$ cat config.mk
export PLATFORM = sky130hd
export DESIGN_NAME = fetch_unit
export DESIGN_NICKNAME = d
export VERILOG_FILES = /design/src/rtl/fetch_unit.sv
export SDC_FILE = /design/constraint.sdc
export NUM_CORES = 1
export LEC_CHECK = 0
export ABC_AREA = 1
export BUFFER_PORTS_ARGS = -buffer_cell sky130_fd_sc_hd__buf_2
export CORE_ASPECT_RATIO = 0.75
export CORE_MARGIN = 2
export CORE_UTILIZATION = 39
export CTS_BUF_LIST = sky130_fd_sc_hd__clkbuf_4
export DETAILED_ROUTE_END_ITERATION = 8
export PLACE_DENSITY = 0.61
export SLEW_MARGIN = 40
export SYNTH_ARGS = -nofsm -noshare
export SYNTH_HDL_FRONTEND = slang
export SYNTH_SLANG_ARGS = --single-unit
$ cat constraint.sdc
create_clock -name clk -period 5.8 [get_ports clk]
set_clock_uncertainty 0.2 [all_clocks]
set_input_delay 0.29 -clock clk [delete_from_list [all_inputs] [get_ports clk]]
set_output_delay 0.29 -clock clk [all_outputs]
set_load 0.02 [all_outputs]
$ cat src/rtl/fetch_unit.sv
// fetch_unit
//   Instruction-fetch stage between the branch predictor and the IF/ID latch.
//   It holds the architectural fetch PC and presents it to the predictor. It
//   issues one 32-bit fetch at a time to the memory controller and steers the
//   next PC from the prediction or from an EX-stage redirect. Fetched
//   instructions go to decode through a one-entry output register. A single
//   skid buffer absorbs one extra instruction while decode stalls.
//
// Parameters
//   RESET_PC      PC loaded on reset
//
// Ports
//   clk, rst      clock; synchronous active-high reset
//   pc_o          current fetch PC (register output, drives predictor addr_i)
//   br_p, addr_p  predictor taken flag / target for pc_o
//   mem_req       fetch request (FETCH, KILL)
//   mem_addr      fetch address
//   mem_done      one-cycle completion pulse, mem_data valid
//   mem_data      fetched word
//   stall_i       decode cannot accept this cycle
//   flush_i       EX redirect
//   flush_addr    redirect target
//   if_valid      output register holds an instruction
//   if_pc         PC of held instruction
//   if_inst       held instruction
//   if_pred_taken prediction used for this instruction
//   if_pred_addr  predicted target, 0 when not taken
//
// States
//   IDLE  | one cycle after reset, no request
//   FETCH | request for pc_o outstanding
//   KILL  | request abandoned by a flush, waiting for its mem_done
//   FULL  | output and buffer both occupied, no request
module fetch_unit #(
  parameter logic [31:0] RESET_PC = 32'h0
) (
  input  logic        clk,
  input  logic        rst,
  output logic [31:0] pc_o,
  input  logic        br_p,
  input  logic [31:0] addr_p,
  output logic        mem_req,
  output logic [31:0] mem_addr,
  input  logic        mem_done,
  input  logic [31:0] mem_data,
  input  logic        stall_i,
  input  logic        flush_i,
  input  logic [31:0] flush_addr,
  output logic        if_valid,
  output logic [31:0] if_pc,
  output logic [31:0] if_inst,
  output logic        if_pred_taken,
  output logic [31:0] if_pred_addr
);

  typedef enum logic [1:0] {
    IDLE  = 2'd0,
    FETCH = 2'd1,
    KILL  = 2'd2,
    FULL  = 2'd3
  } state_t;

  state_t      r_state;
  state_t      w_state_nxt;

  logic [31:0] r_pc;
  logic        r_mem_req;
  logic [31:0] r_mem_addr;

  logic        r_if_valid;
  logic [31:0] r_if_pc;
  logic [31:0] r_if_inst;
  logic        r_if_taken;
  logic [31:0] r_if_paddr;

  // Skid buffer; its contents are meaningful only while in FULL.
  logic [31:0] r_buf_pc;
  logic [31:0] r_buf_inst;
  logic        r_buf_taken;
  logic [31:0] r_buf_paddr;

  logic [31:0] w_npc;
  logic [31:0] w_pred_addr;
  logic [31:0] w_pc_nxt;
  logic        w_consumed;
  logic        w_free;
  logic        w_load_fetch;
  logic        w_load_buf;
  logic        w_fill_buf;

  assign w_npc       = br_p ? addr_p : (r_pc + 32'd4);
  assign w_pred_addr = br_p ? addr_p : 32'd0;
  assign w_consumed  = r_if_valid && !stall_i;
  assign w_free      = !r_if_valid || w_consumed;

  always_comb begin
    w_state_nxt  = r_state;
    w_pc_nxt     = r_pc;
    w_load_fetch = 1'b0;
    w_load_buf   = 1'b0;
    w_fill_buf   = 1'b0;
    if (flush_i) begin
      w_pc_nxt = flush_addr;
      case (r_state)
        // An outstanding request must still be drained. A KILL that sees its
        // mem_done together with a new flush has nothing left to wait for.
        FETCH, KILL: w_state_nxt = mem_done ? FETCH : KILL;
        default:     w_state_nxt = FETCH;
      endcase
    end else begin
      case (r_state)
        IDLE: w_state_nxt = FETCH;
        FETCH: begin
          if (mem_done) begin
            w_pc_nxt = w_npc;
            if (w_free) begin
              w_load_fetch = 1'b1;
            end else begin
              w_fill_buf  = 1'b1;
              w_state_nxt = FULL;
            end
          end
        end
        KILL: begin
          if (mem_done) w_state_nxt = FETCH;
        end
        FULL: begin
          if (w_consumed) begin
            w_load_buf  = 1'b1;
            w_state_nxt = FETCH;
          end
        end
        default: w_state_nxt = IDLE;
      endcase
    end
  end

  always_ff @(posedge clk) begin
    if (rst) begin
      r_state     <= IDLE;
      r_pc        <= RESET_PC;
      r_mem_req   <= 1'b0;
      r_mem_addr  <= 32'd0;
      r_if_valid  <= 1'b0;
      r_if_pc     <= 32'd0;
      r_if_inst   <= 32'd0;
      r_if_taken  <= 1'b0;
      r_if_paddr  <= 32'd0;
      r_buf_pc    <= 32'd0;
      r_buf_inst  <= 32'd0;
      r_buf_taken <= 1'b0;
      r_buf_paddr <= 32'd0;
    end else begin
      r_state   <= w_state_nxt;
      r_pc      <= w_pc_nxt;
      r_mem_req <= (w_state_nxt == FETCH) || (w_state_nxt == KILL);
      // KILL keeps presenting the abandoned address until it completes.
      if (w_state_nxt == FETCH) r_mem_addr <= w_pc_nxt;

      if (flush_i) begin
        r_if_valid <= 1'b0;
      end else if (w_load_fetch) begin
        r_if_valid <= 1'b1;
        r_if_pc    <= r_pc;
        r_if_inst  <= mem_data;
        r_if_taken <= br_p;
        r_if_paddr <= w_pred_addr;
      end else if (w_load_buf) begin
        r_if_valid <= 1'b1;
        r_if_pc    <= r_buf_pc;
        r_if_inst  <= r_buf_inst;
        r_if_taken <= r_buf_taken;
        r_if_paddr <= r_buf_paddr;
      end else if (w_consumed) begin
        r_if_valid <= 1'b0;
      end

      if (w_fill_buf) begin
        r_buf_pc    <= r_pc;
        r_buf_inst  <= mem_data;
        r_buf_taken <= br_p;
        r_buf_paddr <= w_pred_addr;
      end
    end
  end

  assign pc_o          = r_pc;
  assign mem_req       = r_mem_req;
  assign mem_addr      = r_mem_addr;
  assign if_valid      = r_if_valid;
  assign if_pc         = r_if_pc;
  assign if_inst       = r_if_inst;
  assign if_pred_taken = r_if_taken;
  assign if_pred_addr  = r_if_paddr;

endmodule

==> reports/qor.csv <==
metric,value,unit
outcome,completed,
slew_viol_final,0,
start_util,0.398,
nFillCells,3085,
synth-edff-count,0,
core_area,30300,um^2
place_area,13400,um^2
place_congestion,0.977,
yosysSeqAreaShare,0.435,
irDropWorstVdd,0.166,mV
async_flop_share,0,
clk_pin_slew_worst_paths,0.07,ns
cts_tree,yes,
power_frac_seq,0.461,
first_pass_iters,5,
synth_nets,1885,
chipHeight,156,um
tns,0,ns
totalWireLength,42.4,mm
fin_crit,3.75,ns
drive_gt1_frac,0.187,
rows,55,
grt_pass1_wl,66.4,mm
synth.cell_area,12100,um^2
clockPowerShare,0.385,
route.detailed.vias_per_inst,5.03,
synth_common_cells,"nand2_1, dfxtp_1, nor2_1",
p_int,0.00295,W
synth_ff_type,dfxtp_1,
yosysWarnings,0,
wl_per_cell,16.3,um
dr.first_iter.drc_count,960,
vias,13100,
powerDensity,268,nW/um^2
p_sw_frac,0.297,
yosysUniqueCellTypes,36,
synth.most_common_cell,nand2_1,
die-area,32400,um^2
holdWs,0.212,ns
max_slew_margin,0.462,
hold_class,in2reg,
synth.avg_cell_area,6.79,um^2
maxCapViolations,0,
synthSimpleGateAreaFrac,0.305,
fmax,0.266,GHz
syn_to_final_growth,30.1,%
synth.top_cell.area_share,0.435,
tightest_slew,0.806,ns
cts_max_level,3,
root_buffer,clkbuf_4,
finalSetupViolCount,0,
synth_compound_area_frac,0.146,
cts.sinks,262,
nets,2263,
clock_latency,0.71,ns
dp_hpwl,27.2,mm
cp.arrival,4.18,ns
synth_top_family_by_area,simple AND/OR/NAND/NOR gates,
finalCritPeriodShare,0.647,
synthAdderAreaFrac,0.00726,
worstSetupPathType,reg2reg,
io_pins,265,
combPwrFrac,0.154,
final_area,15700,um^2
p_leak,7.81,nW
cts_buffers,70,
grt_overflow_total,0,
synth_largest_area_cell,dfxtp_1,
cts_resized,0,
grt_util_all_layers,0.257,
ys_ff_latch,262,
worstPathRequired,6.23,ns
grt_max_degree,96,
drc,0,
endpoint_kind,register,
ant_nets,0,
syn_inst,1776,
port_buffers,264,
synthMuxAreaShare,0.00166,
timing.critical_path.fanout_max,61,
switching_power,0.00125,W
die_w,207,um
grt_pass1_vias,12100,
clock_path_buffers,3,
rsz0062_at_grt,false,
synth_area_leaders,"dfxtp_1, nand2_1, nand3_1",
antenna_found_initial,1,
synth_xor_area_frac,0.00145,
hold_violations,0,
start_kind,register,
## final timing paths
path / startpoint / cells past startpoint / end / slack [ns]
worst min register to register: r_buf_inst[2]$_SDFFE_PP0P_ / 2 / r_buf_inst[2]$_SDFFE_PP0P_ / 0.28
worst max register to register: r_state[0]$_SDFF_PP0_ / 9 / r_buf_paddr[26]$_SDFFE_PP0P_ / 2.05
worst max-delay path: r_state[0]$_SDFF_PP0_ / 9 / r_buf_paddr[26]$_SDFFE_PP0P_ / 2.05
worst min-delay path: mem_data[30] / 4 / r_buf_inst[30]$_SDFFE_PP0P_ / 0.21
## per-stage QoR
step | instances | utilization | setup WS, ns | power (W)
2_1_floorplan | 1776 | - | 3.63 | 0.00233
3_3_place_gp | 2336 | 0.442 | 1.97 | 0.00253
3_5_place_dp | 2336 | 0.443 | 2.09 | 0.00254
4_1_cts | 2597 | 0.518 | 2.09 | 0.00425
5_1_grt | 2598 | 0.519 | 1.76 | 0.00441
6_report | 2598 | 0.519 | 2.05 | 0.00421
## timing repair
action | 4_1_cts | 5_1_grt
endpoints found under the hold margin | 195 | 0
hold buffers | 145 | 0
buffers inserted | 0 | 0
## placed cells by master, fill, tap and decap left out, types with 2 or more instances in the layout
cell type and n:
nand2_1 444, a21oi_1 119, o211ai_1 11, o21ai_1 13
mux2i_1 2, buf_2 263, nand2_2 5, nand2_4 3
a22oi_1 2, inv_1 165, clkinv_1 10, inv_2 6
nand3_2 2, nor2_1 234, nor2_2 5, a211oi_1 33
nand3_1 188, ha_1 6, o21ai_0 144, nor2_4 5
clkbuf_4 102, xor2_1 2, dfxtp_1 262, buf_4 14
dlygate4sd3_1 145, clkinv_2 2
## cell families (layout without fill, tap and decap cells)
group,Yosys count,after routing
and+or+nand+nor,889,889
AOI/OAI and AO/OA,326,326
buffers and inverters,288,710
DFF,262,262
adders and majority gates,7,7
xor gates and xnor gates,2,2
muxes,2,2
other,0,1
## metal layers
layer | GRT usage | share of wire | vias up
met5 | 0 | 0 | -
met4 | 0.0881 | 0.024 | 0
met3 | 0.0706 | 0.084 | 78
met2 | 0.358 | 0.40 | 464
met1 | 0.377 | 0.49 | 6039
li1 | - | - | 6479
## critical path: stages, from the launching register on
cell           delay, ns
dfxtp_1             0.42
ha_1                0.26
nand2_4             0.35
nor2_1              0.26
nand2_1             0.13
inv_4               0.51
buf_4               0.59
nor2_1              0.08
a211oi_1            0.22
dlygate4sd3_1       0.59
## final cells by class
type | instances | area [um^2] | share of cell area
inverters | 172 | 656 | 0.0418
multi-input cells | 1226 | 5580 | 0.355
clock buffers | 102 | 766 | 0.0488
clock inverters | 14 | 78.8 | 0.00502
repair buffers | 422 | 2870 | 0.183
well taps | 399 | 499 | 0.0318
flip-flops and latches | 262 | 5250 | 0.334
diodes | 1 | 2.50 | 0.000159
## power by group through the flow
stage | combinational, W | clock [W] | sequential [W]
after global routing | 0.000711 | 0.00176 | 0.00194
after floorplan | 0.000283 | 0 | 0.00204
final | 0.000648 | 0.00162 | 0.00194
after global placement | 0.000553 | 0 | 0.00197
after detailed placement | 0.000562 | 0 | 0.00197
after CTS | 0.000644 | 0.00167 | 0.00193
## registers in the layout (all words and copies together), names as in the netlist
register and flops:
pc_o 32, if_pred_addr 32, mem_addr 32, r_buf_pc 32, mem_req 1, r_buf_paddr 32
r_state 2, if_inst 32, if_valid 1, r_buf_inst 32, if_pred_taken 1, r_buf_taken 1
if_pc 32
Power figures use the tool's default switching activity.
